--- src/rtl/ds_reg_write_sequencer.sv ---
// Write-port sequencer for the delta-sigma DAC register file: byte-pair word assembly,
// immediate writes, and deferred writes committed after pulse_done. Option: DS_SEQ_WATCHDOG_EN.
module ds_reg_write_sequencer #(
  parameter int unsigned DEPTH     = 4,
  parameter int unsigned WDOG_BITS = 16
) (
  input  logic                     clk,
  input  logic                     rst_n,
  input  logic [7:0]               data_in,
  input  logic [2:0]               addr_in,
  input  logic                     data_part_in,
  input  logic                     pulse_done,
  input  logic                     clr_ovf,
  output logic                     reg_we,
  output logic [1:0]               reg_addr,
  output logic [15:0]              reg_wdata,
  output logic [$clog2(DEPTH):0]   fifo_level,
  output logic                     overflow,
  output logic                     busy,
  output logic                     commit_pulse
);

  localparam int unsigned PtrW = $clog2(DEPTH);
  localparam int unsigned CntW = PtrW + 1;

  typedef enum logic [0:0] {StIdle, StDrain} state_e;

  state_e          state_q, state_d;
  logic [2:0]      sreg_q;
  logic            dp, last;
  logic [7:0]      data_low_q;
  logic            word_valid, imm_wr, def_wr;
  logic [15:0]     word;
  logic [17:0]     mem_q [DEPTH];
  logic [17:0]     head;
  logic [PtrW-1:0] wr_ptr_q, rd_ptr_q;
  logic [CntW-1:0] count_q, count_d, remaining_q, remaining_d;
  logic            push, drop, pop, last_pop, start;
  logic            pulse_q, wdog_fire;

  assign dp         = sreg_q[1];
  assign last       = sreg_q[0];
  assign word_valid = dp & ~last;
  assign word       = {data_in, data_low_q};
  assign imm_wr     = word_valid & ~addr_in[2];
  assign def_wr     = word_valid & addr_in[2];
  assign head       = mem_q[rd_ptr_q];

  // A same-cycle pop frees a slot for the incoming deferred write.
  assign push = def_wr & ((count_q != CntW'(DEPTH)) | pop);
  assign drop = def_wr & ~push;

  assign fifo_level = count_q;
  assign busy       = (state_q == StDrain);

`ifdef DS_SEQ_WATCHDOG_EN
  logic [WDOG_BITS-1:0] wdog_q;

  assign wdog_fire = (state_q == StIdle) && (wdog_q == '1);

  always_ff @(posedge clk or negedge rst_n) begin
    if (!rst_n) begin
      wdog_q <= '0;
    end else if (state_q != StIdle || count_q == '0 || start) begin
      wdog_q <= '0;
    end else if (!wdog_fire) begin
      wdog_q <= wdog_q + 1'b1;
    end
  end
`else
  // Without the watchdog, WDOG_BITS has no effect; this evaluates to zero for any sane width.
  assign wdog_fire = (WDOG_BITS == 0);
`endif

  always_comb begin
    state_d     = state_q;
    remaining_d = remaining_q;
    pop         = 1'b0;
    last_pop    = 1'b0;
    start       = 1'b0;
    unique case (state_q)
      StIdle: begin
        if (pulse_q && count_q != '0) begin
          start       = 1'b1;
          remaining_d = count_q;
          state_d     = StDrain;
        end
      end
      StDrain: begin
        // Immediate writes own the port; the pop waits a cycle.
        if (remaining_q != '0 && !imm_wr) begin
          pop         = 1'b1;
          remaining_d = remaining_q - 1'b1;
          if (remaining_q == CntW'(1)) begin
            last_pop = 1'b1;
            state_d  = StIdle;
          end
        end
      end
      default: state_d = StIdle;
    endcase
  end

  always_comb begin
    count_d = count_q;
    if (push && !pop) begin
      count_d = count_q + 1'b1;
    end else if (pop && !push) begin
      count_d = count_q - 1'b1;
    end
  end

  always_ff @(posedge clk) begin
    if (push) begin
      mem_q[wr_ptr_q] <= {addr_in[1:0], word};
    end
  end

  always_ff @(posedge clk or negedge rst_n) begin
    if (!rst_n) begin
      sreg_q       <= 3'b111;
      data_low_q   <= '0;
      pulse_q      <= 1'b0;
      state_q      <= StIdle;
      remaining_q  <= '0;
      wr_ptr_q     <= '0;
      rd_ptr_q     <= '0;
      count_q      <= '0;
      reg_we       <= 1'b0;
      reg_addr     <= '0;
      reg_wdata    <= '0;
      overflow     <= 1'b0;
      commit_pulse <= 1'b0;
    end else begin
      sreg_q      <= {data_part_in, sreg_q[2:1]};
      pulse_q     <= pulse_done | wdog_fire;
      state_q     <= state_d;
      remaining_q <= remaining_d;
      count_q     <= count_d;
      if (!dp && last) begin
        data_low_q <= data_in;
      end
      if (push) begin
        wr_ptr_q <= wr_ptr_q + 1'b1;
      end
      if (pop) begin
        rd_ptr_q <= rd_ptr_q + 1'b1;
      end
      reg_we       <= imm_wr | pop;
      commit_pulse <= last_pop;
      if (imm_wr) begin
        reg_addr  <= addr_in[1:0];
        reg_wdata <= word;
      end else if (pop) begin
        reg_addr  <= head[17:16];
        reg_wdata <= head[15:0];
      end
      if (drop) begin
        overflow <= 1'b1;
      end else if (clr_ovf) begin
        overflow <= 1'b0;
      end
    end
  end

endmodule

--- config.mk ---
export PLATFORM = sky130hd
export DESIGN_NAME = ds_reg_write_sequencer
export DESIGN_NICKNAME = d
export VERILOG_FILES = /design/src/rtl/ds_reg_write_sequencer.sv
export SDC_FILE = /design/constraint.sdc
export NUM_CORES = 1
export LEC_CHECK = 0
export BUFFER_PORTS_ARGS = -buffer_cell sky130_fd_sc_hd__buf_2
export CAP_MARGIN = 20
export CORE_MARGIN = 10
export CORE_UTILIZATION = 25
export DETAILED_ROUTE_END_ITERATION = 8
export GPL_TIMING_DRIVEN = 1
export MAX_ROUTING_LAYER = met4
export SLEW_MARGIN = 40
export SYNTH_ARGS = -nofsm -noshare
export SYNTH_HDL_FRONTEND = slang
export SYNTH_SLANG_ARGS = --single-unit
--- constraint.sdc ---
create_clock -name clk -period 2.35 [get_ports clk]
set_input_delay 0.47 -clock clk [delete_from_list [all_inputs] [get_ports clk]]
set_output_delay 0.47 -clock clk [all_outputs]
set_load 0.1 [all_outputs]
## Word level (Yosys, flattened, before mapping)

Memories as Yosys holds them, arrays and structs flattened.
Cells that the tools add are included.

| word-level totals | value |
|---|---|
| flip-flop bits (word level) | 44 |
| latch bits | 0 |
| RAM bits | 72 |
| ROM bits | 0 |
| output and inout port bits | 25 |
| memories kept | 1 |

| cells by class | value |
|---|---|
| add/sub/neg operators | 5 |
| multiply operators | 0 |
| divide/modulo/power cells | 0 |
| magnitude comparators | 0 |
| eq/ne operators | 4 |
| shift-type cells | 0 |
| mux-type cells | 22 |
| bitwise operators | 11 |
| reductions and logical operators | 15 |

Memory list:

| memory | depth | width | rd ports | clocked after memory_dff | write ports | RTL line | source |
|---|---|---|---|---|---|---|---|
| mem_q | 4 | 18 | 1 | 0 | 1 | 34 | `logic [17:0] mem_q [DEPTH];` |

Operators with widths:

| kind | count |
|---|---|
| $mux 16 | 2 |
| $mux 1 | 12 |
| $mux 3 | 4 |
| $pmux 3 s2 | 1 |
| $reduce_bool 2->1 | 3 |
| $reduce_bool 3->1 | 2 |
| $sub 3x1->3 const B | 2 |
| $and 1x1->1 | 5 |
| $logic_and 1x1->1 | 5 |
| $add 2x1->2 const B | 2 |
| $logic_not 1->1 | 4 |
| $mux 2 | 2 |
| $not 1->1 | 4 |
| $add 3x1->3 const B | 1 |
| $eq 3x1->1 const B | 1 |
| $ne 3x3->1 const B | 1 |
| $ne 2x1->1 const B | 1 |
| $ne 2x2->1 const B | 1 |
| $or 1x1->1 | 2 |
| $pmux 1 s2 | 1 |
| $reduce_and 2->1 | 1 |

## Logic depth before layout (Yosys ltp)

Gate-level depths: netlist of run 1.

| depth | value |
|---|---|
| depth after elaboration | 13 |
| mapped depth | 11 |

## Worst setup path before layout of run 1

OpenSTA, ideal clock, no wires.

| timing path | value |
|---|---|
| path kind | flip-flop to flip-flop |
| start point | register count_q[0], in the netlist fifo_level[0] |
| end point | register count_q[2], in the netlist fifo_level[2] |
| library setup time | 166 ps |
| arrival time | 2627 ps |
| data required time | 2184 ps |
| setup slack | -443 ps |
| cell stages (with the launch flop) | 9 |
| buffers on the path | 0 |
| clock period less this slack | 2793 ps |
| path through | dfrtp_1 -> nor2_1 -> a311oi_4 -> ha_1 -> inv_1 -> fa_1 -> xor2_1 -> nor2_1 -> xor2_1 |

| on the way | value |
|---|---|
| word-level cells in the longest chain between the ends | 6 |

RTL lines:

| what | RTL line | source |
|---|---|---|
| start: declaration | 37 | `logic [CntW-1:0] count_q, count_d, remaining_q, remaining_d;` |
| start signal: assignment | 139 | `count_q <= count_d;` |
| $ne 3x3->1 * | 50 | `assign push = def_wr & ((count_q != CntW'(DEPTH)) \| pop);` |
| $or 1x1->1 * | 50 |  |
| $and 1x1->1 * | 50 |  |
| net push | 38 | `logic push, drop, pop, last_pop, start;` |
| $logic_not 1->1 | 108 | `end else if (pop && !push) begin` |
| $logic_and 1x1->1 | 108 |  |
| $reduce_bool 2->1 (no line) | -- |  |

The timed path passes the listed nets; every way through them passes the cells marked *. The select of a mux whose other input is x is not followed.
A chain may end at the register's enable or synchronous reset.

## Final worst setup path of run 1

| timing path | value |
|---|---|
| start point | register remaining_q[1] |
| end point | register count_q[2], in the netlist fifo_level[2] |

| on the way | value |
|---|---|
| word-level cells in the longest chain between the ends | 9 |

RTL lines:

| what | RTL line | source |
|---|---|---|
| start: declaration | 37 |  |
| start signal: assignment | 138 | `remaining_q <= remaining_d;` |
| $reduce_bool 3->1 * | 91 | `if (remaining_q != '0 && !imm_wr) begin` |
| $logic_and 1x1->1 * | 91 |  |
| $mux 1 * | 91 |  |
| $mux 1 * | 81 | `unique case (state_q)` |
| $or 1x1->1 * | 50 |  |
| $and 1x1->1 * | 50 |  |
| net push | 38 |  |
| $logic_not 1->1 | 108 |  |
| $logic_and 1x1->1 | 108 |  |
| $reduce_bool 2->1 (no line) | -- |  |

The timed path passes the listed nets; every way through them passes the cells marked *.

==> results of run 1 <==
-- flip-flops by register name (all words and copies together), names as in the netlist, 2 cells and up --
name / count
sreg_q: 3
data_low_q: 8
rd_ptr_q: 2
reg_addr: 2
reg_wdata: 16
wr_ptr_q: 2
mem_q: 72
fifo_level: 3
remaining_q: 3
-- worst reg2reg max path, stage by stage, from the launching register on --
cell,delay (ns)
dfrtp_1,0.36
inv_2,0.05
ha_2,0.18
ha_4,0.16
nand2b_4,0.14
a311oi_4,0.28
ha_2,0.24
inv_2,0.04
fa_2,0.32
xor2_1,0.14
nor2_1,0.12
xor2_1,0.15
-- metrics by stage --
step / hold slack, ns / area [um^2] / setup slack [ns] / total power [mW]
floorplan: 0.1744 / 4627 / -0.1053 / 5.629
global placement: 0.3544 / 5253 / 0.07195 / 6.411
detailed placement: 0.3478 / 5253 / 0.01338 / 6.481
CTS: 0.1551 / 5852 / 0.009787 / 9.059
global route: 0.1561 / 5867 / -0.004434 / 9.379
finish: 0.1202 / 5867 / 0.08385 / 8.937
-- per-layer routing --
layer | routed length [um] | up-vias | global-route usage (%) | share of wire [%]
met5 | 0 | - | - | 0
met4 | 61 | 0 | 3.075 | 0.60
met3 | 517 | 7 | 3.143 | 5.1
met2 | 5009 | 51 | 13.82 | 49
met1 | 4562 | 1370 | 10.77 | 45
li1 | - | 1186 | - | -
-- logic make-up after synthesis --
logic type	synth area share (%)
DFF	71.05
and+or+nand+nor	5.741
AOI/OAI and AO/OA	6.123
muxes	11.35
buffers and inverters	1.986
adders and majority gates	2.612
xor gates and xnor gates	1.143
-- power groups by stage --
stage	Combinational [mW]	Clock (mW)	Sequential, mW
floorplan	1.29	0	4.34
global placement	3.52	0	2.90
detailed placement	3.57	0	2.91
CTS	3.58	2.61	2.87
global route	3.75	2.70	2.93
finish	3.51	2.56	2.87
-- what timing repair did --
action                                  CTS  global route
hold buffers                              0             0
endpoints found under the setup margin    1             2
setup buffers                             1             2
pin swaps                                 1             5
gates resized for setup                   0             1
-- path summary, 6_finish.rpt --
path	startpoint	endpoint	slack [ns]	cells past startpoint
setup / recovery	remaining_q[1]	fifo_level[2]	0.08	11
hold / removal	rst_n	reg_wdata[13]	0.12	1
setup reg to reg	remaining_q[1]	fifo_level[2]	0.08	11
hold reg to reg	sreg_q[2]	sreg_q[1]	0.35	0
max in group asynchronous	rst_n	rd_ptr_q[1]	1.67	2
min in group clk	data_part_in	sreg_q[2]	0.17	1
-- cells in the final DEF, fill, tap and decap left out, types with 2 or more instances in the layout --
master | Yosys | final
a21oi_1 | 37 | 37
and2_1 | 4 | 4
buf_12 | 0 | 6
buf_2 | 7 | 40
buf_4 | 1 | 13
bufinv_16 | 0 | 3
clkbuf_1 | 5 | 2
clkbuf_16 | 0 | 17
clkbuf_8 | 0 | 2
clkinv_1 | 0 | 2
clkinv_2 | 0 | 2
clkinvlp_4 | 0 | 2
dfrtp_1 | 41 | 38
dfrtp_2 | 0 | 3
dfstp_2 | 3 | 3
edfxtp_1 | 72 | 72
ha_1 | 8 | 5
ha_2 | 0 | 2
inv_1 | 8 | 6
inv_2 | 0 | 2
mux2_2 | 9 | 9
mux4_2 | 18 | 18
nand2_1 | 23 | 23
nand2b_1 | 2 | 2
nor2_1 | 20 | 20
nor2b_1 | 2 | 2
o221ai_1 | 2 | 2
xnor2_1 | 4 | 4
xor2_1 | 2 | 2
-- final cells by class --
cell class / instances / area [um^2]
inverter: 8 / 30.03
clock buffer: 21 / 460.4
multi-input combinational: 148 / 1270
timing repair buffer: 59 / 417.9
clock inverter: 10 / 131.4
sequential: 116 / 3271
fill: 1783 / 12160
tap: 229 / 286.5
==> results.txt, run 1 <==
The static leakage came out at 2.216 nW. The detailed placer's ending HPWL came out at 6.456 mm. The detailed-route wire length per cell is about 17 um. The largest single stage delay on the critical path is approximately 0.36 ns. Traced cell by cell, the critical path runs through inv_2 -> ha_2 -> ha_4 -> nand2b_4 -> a311oi_4 -> ha_2 -> inv_2 -> fa_2 -> xor2_1 -> nor2_1 -> xor2_1. After synthesis, the cell types taking the most area are edfxtp_1 (47%), dfrtp_1 (22%), mux4_2 (8.8%). The max-slew violation total from the final report was 0. The critical path in this run is classified as flop to flop. The post-route minimum period is approximately 2.3 ns. The top achievable clock speed came out at 441.3 MHz. Summed over all failing endpoints, the final setup total negative slack is 0 ns. The ratio of final minimum period to clock period is 96.43%. The sum of routed wire length over all layers came out at 10.15 mm. In this run the horizontal extent of the chip is between 150 and 200 um. Once detail routing completed, the nets flagged for antenna violations numbered 0. The number of placement rows came out at just under 50. The iteration count of the initial detailed-routing pass is 4. STA classifies the critical path startpoint as a flop. The number of DRC violations after detailed routing is 0. The power density over cell area is roughly 1500 mW/mm^2. The clock transition time at the flip-flop clock pins of the worst setup and hold paths came out at roughly 0.05 ns. The filler-free cell count of the finished design came out at 591. The placed instance count is between 500 and 600.

Counting flops and latches in the post-synthesis netlist gives around 120. STA classifies the critical path endpoint as a flop. The core occupancy in the finished layout came out at about a third. Entering global routing, the biggest net connects 29 pins. The clock tree from TritonCTS is done. The required time at the endpoint of the critical path is between 2 and 3 ns. The switching power came out at around 3.7 mW. Counting flops with an async set or reset pin after synthesis yields a share of a little under two fifths. The clock reaches the later pin of the worst-skew pair after approximately 0.40 ns. The count of final hold-check violations came out at 0.

In the synthesized netlist, the cells that appear most often are edfxtp_1 (72), dfrtp_1 (41), a21oi_1 (37). In the routed layout, each cell is associated on average with a via count of between 4 and 5. The proportion of power drawn by the clock network came out at between 20 and 30%. The global router's overall resource usage came out at 8.981%. The number of nets at the end of the flow is 375.

In this run the clock root is driven by a clkbuf_16. The path class of the tightest hold or removal check is input pin to async pin. The number of distinct standard cells referenced by the synthesized netlist is 36. The post-synthesis cell count is 285. Of the total power, the share spent switching nets is about 41%. The die area is roughly 0.024 mm^2. In the post-synthesis netlist, the cell with the most instances is edfxtp_1. The worst-margin pin slew is approximately 0.70 ns. The initial antenna violation count was 0.

VDD sags by at most between 1000 and 1500 uV. The synthesized net count is between 300 and 400. The sum of overflow across all layers after global routing came out at 0. TritonCTS created 17 clock buffers. The sum of buffers and inverters on the critical path is 2. The biggest area contributor in the post-synthesis netlist is edfxtp_1. The number of diodes added for antenna fixing is 0.

The cell area after synthesis came out at about 0.0046 mm^2. The largest driver fanout on the critical path is 4. The maximum clock skew at final layout is roughly 0.017 ns. The headroom to the max-slew limit came out at between 50 and 60%. The number of H-tree levels came out at 4.

Among all stages on the critical path, the largest delay is contributed by dfrtp_1. The via count of the first global-routing pass is roughly 2900. The internal power of the cells totals ~5.3 mW. The portion of total power attributed to combinational logic is just under 40%. Summing over every cut layer, the via total after detailed routing is approximately 2600. The number of enable flip-flop cells after synthesis is a little over 70. The area of the core came out at around 0.018 mm^2. The run finished with clean final reports. Dividing the synthesized area by the synthesized cell count gives 16.13 um^2. The clock sink count is roughly 120. The count of boundary I/O pins is roughly 40. At the end of routability-driven placement, the weighted congestion stood at about 0.72. The starting density of the core is 25.51%.

Relative to the synthesized area, the layout overhead comes to 27.59%. The maximum count of clock buffers along a single path is 2. The first global-routing pass estimated approximately 16 mm of wire.

The DRC marker count from the first detailed-route iteration is 106. Sequential elements use 71.05% of the synthesized area. Measured along the y axis, the die boundary spans 155.6 um.

Broken down by cell family, the worst path's largest delay share belongs to adder cells. The endpoint arrival time on the critical path is 2.59 ns. The part of the total power dissipated in sequential elements is between 30% and 40%.

The number of warning messages in the yosys log came out at 0. The total setup violations reported at the end of the flow is 0. The top cell type's share of synthesized area is 47.02%.

The tool flagged a number of max-cap violations equal to 0. The most used flip-flop cell after synthesis is edfxtp_1. The layout cell share with drive strength beyond 1 came out at between 30 and 40%.

The number of buffers inserted by port buffering came out at 40.
No activity file was read; power rests on OpenSTA's default activity.
==> inputs of run 2 (changes only) <==
- CORE_UTILIZATION: 25 -> 45
- PLACE_DENSITY: not set -> 0.65
==> results.txt, run 2 (synthesized netlist as in run 1, its figures left out) <==
The endpoint arrival time on the critical path is 2.67 ns (+0.08 ns). The ratio of final minimum period to clock period came out at 94.52% (-1.9 points). The via count of the first global-routing pass is 2857 (-2.8%).

The slowest stage of the critical path belongs to the cell dfrtp_1. The global router's overall resource usage was 14.35% (+5.4 points). The path class of the tightest hold or removal check is input pin to flop. The wire length of the first global-routing pass came to 15.30 mm (-6.4%). The number of DRC violations after detailed routing is 0 (unchanged).

The number of filler cells placed in the layout is 740 (-58%). The detailed placer's ending HPWL came to 5.769 mm (-11%). Leaving out fill and tap cells, the most frequent cell in the layout is edfxtp_1. The total setup violations reported at the end of the flow came to 0 (unchanged).

The post-route minimum period came out at 2.221 ns (-0.04495 ns). The maximum count of clock buffers along a single path is 2 (unchanged). The maximum clock skew at final layout is 0.009755 ns (-0.007500 ns). The required time at the endpoint of the critical path came out at 2.79 ns (+0.12 ns). The top achievable clock speed came to 450.2 MHz (+2.0%). The max-slew violation total from the final report came out at 0 (unchanged). The number of buffers inserted by port buffering was 40 (unchanged). The via-per-instance ratio came out at 5.294 (+20%). The number of nets at the end of the flow is 377 (+0.53%). The DRC marker count from the first detailed-route iteration was 237 (+120%). The layout overhead on the synthesized area is 26.39%. The power density over cell area came out at 1579 mW/mm^2 (+3.6%).

The sum of routed wire length over all layers is 9.563 mm (-5.8%). The total area of multi-input combinational cells is 0.001280 mm^2 (+0.79%). The static leakage came to 2.250 nW (+1.5%). The clock root buffer is clkbuf_8. The area of the core came out at 0.009864 mm^2 (-45%).

The count of final hold-check violations is 0 (unchanged). The area taken by flip-flops and latches was 0.003271 mm^2 (unchanged). The final weighted congestion in routability-driven placement is 0.8013 (+11%).

The clock transition time at the flip-flop clock pins of the worst setup and hold paths came out at 0.05 ns (about the same). The number of diodes added for antenna fixing is 0 (unchanged). The number of H-tree levels is 4 (unchanged). The vertical extent of the die is 121.1 um (-22%).

The iteration count of the initial detailed-routing pass is 4 (unchanged). The peak ir drop on the vdd network is 982.1 uV (-15%). The headroom to the max-slew limit came to 63.44% (+10 points). The setup path with the least slack is of type flop to flop. The largest driver fanout on the critical path came to 4 (unchanged).

The total design power came out at 9.174 mW (+2.7%). The maximum number of pins on one net before global-route repair was 24 (-17%). The clock sink count is 116 (unchanged).

The total clock buffers created by CTS was 17 (unchanged). The via count is 2631 (+0.65%). The run finished with clean final reports. The largest registers in the layout are mem_q x72, reg_wdata x16, data_low_q x8. The worst setup path is captured at a flop. The worst-margin pin slew is 0.5484 ns (-0.1537 ns). Leaving out fill and tap cells, the most frequent cells in the layout are edfxtp_1 (72), buf_2 (40), dfrtp_1 (38). The flip-flop count of the largest register after layout is 72 (unchanged). The sum of overflow across all layers after global routing was 0 (unchanged).

The max capacitance violation total was 0 (unchanged). The area of placed instances is 0.005120 mm^2 (-2.5%). The register containing the most flip-flops in the final layout is mem_q. The final standard cell area without fillers came out at 0.005812 mm^2 (-0.94%).

The layout cell share with drive strength beyond 1 came out at 35.99% (+0.35 points). The die width is 121.1 um (-22%). The die area is 0.01466 mm^2 (-39%). Walking the worst path, the cells encountered are inv_1 -> ha_4 -> ha_4 -> nand2b_4 -> a311oi_4 -> ha_2 -> inv_2 -> fa_2 -> xor2_1 -> nor2_1 -> xor2_1.

TritonCTS built the clock tree. The type of origin of the critical path is a flop. The starting density of the core is 46.61% (+21 points). The initial antenna violation count was 0 (unchanged). The number of placement rows is 36 (-27%). The largest stage delay on the critical path is 0.34 ns (-0.02 ns). The source-to-sink clock delay at the later pin of the worst-skew pair is 0.52 ns (+0.12 ns). The residual antenna-violating net count after detailed routing came to 0 (unchanged). The count of boundary I/O pins is 41 (unchanged).

The detailed-route wire length per cell was 19.24 um (+12%).
==> run 2: area by class of cell <==
class | instances | area share [%]
sequential | 116 | 56.28
multi-input combinational | 148 | 22.02
clock buffer | 20 | 7.492
timing repair buffer | 61 | 7.277
clock inverter | 11 | 3.552
tap | 133 | 2.863
inverter | 8 | 0.5167
==> run 2: metal layers <==
layer	vias to the layer above	global-route usage, %	share of wire, %
met1	1347	16.76	43
met3	14	4.421	4.6
met4	0	6.637	1.7
li1	1203	-	-
met2	67	22.31	51
met5	-	-	0
==> run 2: repair_timing <==
item | 4_1_cts | 5_1_grt
setup buffers | 1 | 3
endpoints found under the setup margin | 1 | 2
hold endpoints to repair | 19 | 0
pin swaps | 1 | 4
resized for setup | 0 | 2
hold buffers | 1 | 0
==> run 2: through the flow <==
stage                     hold WS [ns]  worst slack (ns)  setup TNS, ns  utilization (%)  instances
after floorplan                 0.1744           -0.1053        -0.1721                -        285
after global placement          0.3495           0.07180              0            51.90        461
after detailed placement        0.3490         0.0003590              0            51.90        461
after CTS                      0.02736          0.001622              0            58.59        494
after global routing           0.03178          -0.03386       -0.03386            58.92        497
final                          0.05338            0.1288              0            58.92        497
==> run 2: final timing paths <==
path                            cells past startpoint            from  slack, ns            end
worst max-delay path                               11  remaining_q[0]       0.13  fifo_level[2]
worst min-delay path                                1    data_part_in       0.05      sreg_q[2]
worst max register to register                     11  remaining_q[0]       0.13  fifo_level[2]
worst min register to register                      0       sreg_q[2]       0.35      sreg_q[1]
max in group asynchronous                           3           rst_n       1.36  reg_wdata[14]
min in group asynchronous                           2           rst_n       0.47   reg_wdata[0]
==> run 2: critical path, delay by kind of cell, from the launching register on <==
| family | cells | cell delay, ns |
|---|---|---|
| buf+inv | 2 | 0.11 |
| simple gates | 2 | 0.27 |
| flops | 1 | 0.34 |
| xor+xnor | 2 | 0.30 |
| fa+ha+maj | 4 | 0.91 |
| compound gates | 1 | 0.23 |
==> run 2: where the power goes <==
group / internal [mW] / leakage, nW / switching [mW]
logic: 0.990 / 0.774 / 2.54
registers: 2.58 / 1.16 / 0.267
clock network: 1.95 / 0.312 / 0.853
